File: src/rtl/shift_pkg.sv
// Shared definitions for the shifter self-test: direction codes, BIST FSM
// encoding and the golden shift function used by the reference model.
package shift_pkg;

   localparam logic        DIR_LEFT    = 1'b0;
   localparam logic        DIR_RIGHT   = 1'b1;
   localparam int unsigned SHIFT_MAX_W = 32;

   typedef enum logic [1:0] {
      IDLE = 2'd0,
      RUN  = 2'd1,
      DONE = 2'd2
   } state_e;

   // Computed at the widest supported width; callers keep the low WIDTH bits,
   // which gives the zero-filled truncating left shift and logical right shift.
   function automatic logic [SHIFT_MAX_W-1:0] expected_shift(
      input logic [SHIFT_MAX_W-1:0] a,
      input int unsigned            amt,
      input logic                   dir
   );
      return (dir == DIR_RIGHT) ? (a >> amt) : (a << amt);
   endfunction

endpackage

File: src/rtl/shift_ref_model.sv
// Combinational golden model of the shifter, narrowed to WIDTH bits.
module shift_ref_model
   import shift_pkg::*;
#(
   parameter int unsigned WIDTH = 4,
   parameter int unsigned AMT_W = $clog2(WIDTH)
) (
   input  logic [WIDTH-1:0] a_i,
   input  logic [AMT_W-1:0] amt_i,
   input  logic             dir_i,
   output logic [WIDTH-1:0] y_o
);

   logic [SHIFT_MAX_W-1:0] full;

   assign full = expected_shift(SHIFT_MAX_W'(a_i), 32'(amt_i), dir_i);
   assign y_o  = full[WIDTH-1:0];

   if (WIDTH < SHIFT_MAX_W) begin : g_trim
      logic unused_hi;
      assign unused_hi = ^full[SHIFT_MAX_W-1:WIDTH];
   end

endmodule

File: src/rtl/shift_bist.sv
// Exhaustive self-test of the shift_gate shifter: walks every {dir,amt,A},
// compares Y with the golden model and records count and first failure.
module shift_bist
   import shift_pkg::*;
#(
   parameter int unsigned WIDTH  = 4,
   parameter int unsigned AMT_W  = $clog2(WIDTH),
   parameter int unsigned SETTLE = 1,
   parameter int unsigned CNT_W  = WIDTH + AMT_W + 2
) (
   input  logic                     clk,
   input  logic                     rst,
   input  logic                     start,
   output logic                     busy,
   output logic                     done,
   output logic                     pass,
   output logic [CNT_W-1:0]         err_count,
   output logic                     fail_valid,
   output logic [AMT_W+WIDTH:0]     fail_vec,
   output logic [WIDTH-1:0]         fail_y,
   output logic [WIDTH-1:0]         sh_a,
   output logic [AMT_W-1:0]         sh_amt,
   output logic                     sh_dir,
   input  logic [WIDTH-1:0]         sh_y
);

   localparam int unsigned IDX_W = 1 + AMT_W + WIDTH;
   localparam int unsigned SET_W = (SETTLE < 1) ? 1 : $clog2(SETTLE + 1);
   localparam logic [SET_W-1:0] SETTLE_CNT = SET_W'(SETTLE);

   state_e             state_q, state_d;
   logic [IDX_W-1:0]   idx_q, idx_d;
   logic [SET_W-1:0]   settle_q, settle_d;
   logic [CNT_W-1:0]   err_q, err_d;
   logic               fail_valid_q, fail_valid_d;
   logic [IDX_W-1:0]   fail_vec_q, fail_vec_d;
   logic [WIDTH-1:0]   fail_y_q, fail_y_d;
   logic [WIDTH-1:0]   expected;
   logic               mismatch;

   // Stimulus is a pure decode of the registered index, so it never glitches.
   assign sh_a   = idx_q[WIDTH-1:0];
   assign sh_amt = idx_q[WIDTH +: AMT_W];
   assign sh_dir = idx_q[IDX_W-1];

   shift_ref_model #(
      .WIDTH (WIDTH),
      .AMT_W (AMT_W)
   ) u_ref (
      .a_i   (sh_a),
      .amt_i (sh_amt),
      .dir_i (sh_dir),
      .y_o   (expected)
   );

   assign mismatch = (sh_y != expected);

   always_comb begin
      // NOTE: each _d takes its _q value first, so no branch can infer a latch.
      state_d      = state_q;
      idx_d        = idx_q;
      settle_d     = settle_q;
      err_d        = err_q;
      fail_valid_d = fail_valid_q;
      fail_vec_d   = fail_vec_q;
      fail_y_d     = fail_y_q;
      case (state_q)
         IDLE, DONE: begin
            if (start) begin
               state_d      = RUN;
               idx_d        = '0;
               settle_d     = '0;
               err_d        = '0;
               fail_valid_d = 1'b0;
               fail_vec_d   = '0;
               fail_y_d     = '0;
            end
         end
         RUN: begin
            if (settle_q == SETTLE_CNT) begin
               if (mismatch) begin
                  if (err_q != '1) err_d = err_q + CNT_W'(1);
                  if (!fail_valid_q) begin
                     fail_valid_d = 1'b1;
                     fail_vec_d   = idx_q;
                     fail_y_d     = sh_y;
                  end
               end
               if (idx_q == '1) begin
                  state_d = DONE;
               end else begin
                  idx_d    = idx_q + IDX_W'(1);
                  settle_d = '0;
               end
            end else begin
               settle_d = settle_q + SET_W'(1);
            end
         end
         default: state_d = IDLE;
      endcase
   end

   // NOTE: state registers use non-blocking assignment so every flop samples
   // pre-edge values regardless of process ordering.
   always_ff @(posedge clk) begin
      if (rst) begin
         state_q      <= IDLE;
         idx_q        <= '0;
         settle_q     <= '0;
         err_q        <= '0;
         fail_valid_q <= 1'b0;
         fail_vec_q   <= '0;
         fail_y_q     <= '0;
      end else begin
         state_q      <= state_d;
         idx_q        <= idx_d;
         settle_q     <= settle_d;
         err_q        <= err_d;
         fail_valid_q <= fail_valid_d;
         fail_vec_q   <= fail_vec_d;
         fail_y_q     <= fail_y_d;
      end
   end

   assign busy       = (state_q == RUN);
   assign done       = (state_q == DONE);
   assign pass       = done && (err_q == '0);
   assign err_count  = err_q;
   assign fail_valid = fail_valid_q;
   assign fail_vec   = fail_vec_q;
   assign fail_y     = fail_y_q;

endmodule
File: config.mk
export PLATFORM = sky130hd
export DESIGN_NAME = shift_bist
export DESIGN_NICKNAME = d
export VERILOG_FILES = /design/src/rtl/shift_pkg.sv /design/src/rtl/shift_ref_model.sv /design/src/rtl/shift_bist.sv
export SDC_FILE = /design/constraint.sdc
export NUM_CORES = 1
export LEC_CHECK = 0
export BUFFER_PORTS_ARGS = -buffer_cell sky130_fd_sc_hd__buf_2
export CAP_MARGIN = 20
export CORE_MARGIN = 5
export CORE_UTILIZATION = 50
export CTS_CLUSTER_SIZE = 24
export DETAILED_ROUTE_END_ITERATION = 12
export PLACE_DENSITY_LB_ADDON = 0.25
export RECOVER_POWER = 25
export SLEW_MARGIN = 20
export SYNTH_ARGS = -nofsm -noshare
export SYNTH_HDL_FRONTEND = slang
export SYNTH_SLANG_ARGS = --single-unit
File: constraint.sdc
create_clock -name clk -period 2.51 [get_ports clk]
set_input_delay 0.251 -clock clk [delete_from_list [all_inputs] [get_ports clk]]
set_output_delay 0.251 -clock clk [all_outputs]
set_load 0.02 [all_outputs]
==> results.toml <==
[routing]
drt-initial-drc-count = 77
wire_per_inst_microns = 13.8
totalWireLength_microns = 3970
drcViolationCount = 0
num_vias = 1560
vias_per_cell = 5.42
antenna_left = 0
firstDrtPassIters = 4

[logic_synthesis]
syn_nets = 215
avgSynthCellArea_sq_um = 8.49
ys_types = 46
synthCells = 205
yosysWarnings = 0
yosysSeqAreaShare_pct = 34.5
ys_ff_latch = 30
synth.cell_area_sq_um = 1740

[clock_network]
cts_tree = "yes"
root_buffer = "clkbuf_4"
clk_path_buf_depth = 2
clk_latency_ns = 0.33
cts_htree_levels = 2
clk_pin_slew_worst_paths_ns = 0.09
cts_inserted_buffers = 5
cts_resized = 0
clock-sinks = 30

[cells_and_area]
syn_to_final_growth_pct = 14.7
antenna-diode-count = 0
design_area_sq_um = 2000
final_nets = 252
layout_common_cells = "30 x dfxtp_1, 21 x buf_2, 18 x nand2_1"
fillers = 343
drive_gt1_share_pct = 20.2
layout_commonest_cell = "dfxtp_1"

[place]
gp_congestion = 0.833
hpwlAfterDp_microns = 2820
port_buffers = 36
dpl-instance-area_sq_um = 1940

[global_routing]
antenna_found_initial = 0
grt_pass1_vias = 1525
grt_pass1_wl_microns = 6770
grt_util_met3_pct = 4.51
use_met2_pct = 27.1
grt-ovfl-total = 0
grt_max_degree = 38
grt_util_met1_pct = 20.6
busiest_layer = "met2"
track_usage_pct = 17.0

[sta]
drv_slew = 0
skew_ns = 0.00772
slew_headroom_pct = 55.2
setup_viol = 0
tightest_slew_ns = 0.672
post-route-period-util_pct = 91.7
rsz0062_at_grt = "no"
hold_viol_final = 0
fin_setup_tns_ns = 0
finalCriticalPeriod_ns = 2.30
fmax_ghz = 0.434

[power]
leakage_nw = 0.706
seq_power_share_pct = 55.5
peakVddDrop_uv = 297
p_sw_mw = 0.243
p_int_mw = 0.638
powerDensity_nw_per_um2 = 441
power.share.clock_pct = 29.9
combPwrFrac_pct = 14.6
switching_share_pct = 27.5

[setup_path]
required_ns = 2.75
worstSetupEndpointType = "flop"
worstSetupStartpointType = "flop"
cp_max_fo = 13
critical_path_class = "reg -> reg"
worstPathArrival_ns = 2.54

[floorplanning]
fp.dieW_microns = 69
die_y_microns = 69
fp.coreArea_sq_um = 3360
io_pins = 37
row_count = 21
initial_core_util_pct = 51.7
design.die.area_sq_um = 4760

[hold_path]
min_path_type = "in -> reg"

[run]
drv_cap = 0

[run_status]
status = "completed"
## synthesized netlist by cell type, drive strengths merged
cell / count / area [sq um]
nor4: 1 / 6.26
a21oi: 16 / 83.8
a21boi: 1 / 18.8
a211oi: 3 / 22.5
a221oi: 1 / 8.76
nor3: 1 / 5.00
o21ai: 12 / 60.1
mux2i: 4 / 40.0
or3: 2 / 12.5
nand4bb: 1 / 11.3
inv: 17 / 63.8
o22ai: 1 / 6.26
a41oi: 1 / 8.76
nand4: 6 / 37.5
nand2: 18 / 67.6
mux2: 1 / 11.3
nor2: 14 / 52.6
clkbuf: 4 / 15.0
o211ai: 2 / 20.0
dfxtp: 30 / 601
ha: 3 / 37.5
a31oi: 2 / 12.5
and2: 2 / 12.5
nand3b: 1 / 7.51
nor2b: 2 / 12.5
xor2: 2 / 17.5
nand4b: 3 / 26.3
o21a: 1 / 15.0
o32ai: 11 / 164
o311ai: 1 / 16.3
xnor2: 3 / 26.3
and3: 4 / 25.0
a2bb2oi: 1 / 8.76
or3b: 2 / 17.5
nand3: 5 / 25.0
or2: 1 / 6.26
buf: 9 / 57.6
nand2b: 16 / 100
## sequential cells by signal, indices dropped and copies added (netlist names)
name	flops
state_q	2
err_count	8
settle_q	1
fail_valid	1
idx_q	7
fail_vec	7
fail_y	4
## critical path, stage by stage (launching register included)
cell	delay (ns)
dfxtp_1	0.58
inv_1	0.18
o311ai_2	0.37
xnor2_1	0.18
o211ai_2	0.15
o21a_4	0.24
a21boi_4	0.15
buf_12	0.15
o32ai_1	0.20
## kinds of logic (layout without fill, tap and decap cells)
| kind of cell | count (synthesis) | in the layout | share of synthesized area (%) |
|---|---|---|---|
| xor+xnor | 5 | 5 | 2.52 |
| compound gates | 53 | 53 | 25.6 |
| buf+inv | 30 | 67 | 7.84 |
| simple gates | 79 | 79 | 24.4 |
| flops | 30 | 30 | 34.5 |
| fa+ha+maj | 3 | 3 | 2.16 |
| mux | 5 | 5 | 2.95 |
## timing repair
item / CTS / global route
hold buffers: 0 / 0
endpoints found under the hold margin: 0 / 0
buffers inserted: 0 / 2
setup endpoints to repair: 0 / 1
## routing by layer
metal / wire, microns / share of wire (%)
met1: 1840 / 46
met2: 1810 / 46
met4: 112 / 2.8
met5: 0 / 0
met3: 200 / 5.0
## final cells by class
| type | count | area (sq um) | area share [%] |
|---|---|---|---|
| inverter | 17 | 63.8 | 3.20 |
| clock buffer | 7 | 45.0 | 2.26 |
| multi-input combinational | 145 | 1000 | 50.3 |
| tap | 46 | 57.6 | 2.88 |
| sequential | 30 | 601 | 30.1 |
| timing repair buffer | 43 | 226 | 11.3 |
## final timing paths
path / from / endpoint / slack (ns) / cells past startpoint
setup reg to reg: idx_q[4]$_SDFFE_PP0P_ / fail_vec[1]$_SDFFE_PP0P_ / 0.21 / 8
hold / removal: sh_y[1] / fail_y[1]$_SDFFE_PP0P_ / 0.21 / 3
setup / recovery: idx_q[4]$_SDFFE_PP0P_ / fail_vec[1]$_SDFFE_PP0P_ / 0.21 / 8
hold reg to reg: fail_vec[1]$_SDFFE_PP0P_ / fail_vec[1]$_SDFFE_PP0P_ / 0.48 / 2
## through the flow
step           power (mW)  util, %  worst slack, ns  hold slack, ns  instances
6_report            0.881     59.4            0.208           0.211        288
3_3_place_gp        0.618     57.8            0.283           0.468        279
3_5_place_dp        0.620     57.8            0.216           0.467        279
4_1_cts             0.876     59.1            0.185           0.213        286
2_1_floorplan       0.589        -            0.387           0.414        205
5_1_grt             0.921     59.4           0.0727           0.215        288
## power groups by stage
| stage | Combinational [mW] | Clock [mW] | Sequential (mW) |
|---|---|---|---|
| final | 0.129 | 0.263 | 0.489 |
| after floorplan | 0.0847 | 0 | 0.504 |
| after global placement | 0.118 | 0 | 0.500 |
| after detailed placement | 0.119 | 0 | 0.501 |
| after global routing | 0.141 | 0.289 | 0.491 |
| after CTS | 0.120 | 0.267 | 0.489 |
No activity file was read; power rests on OpenSTA's default activity.
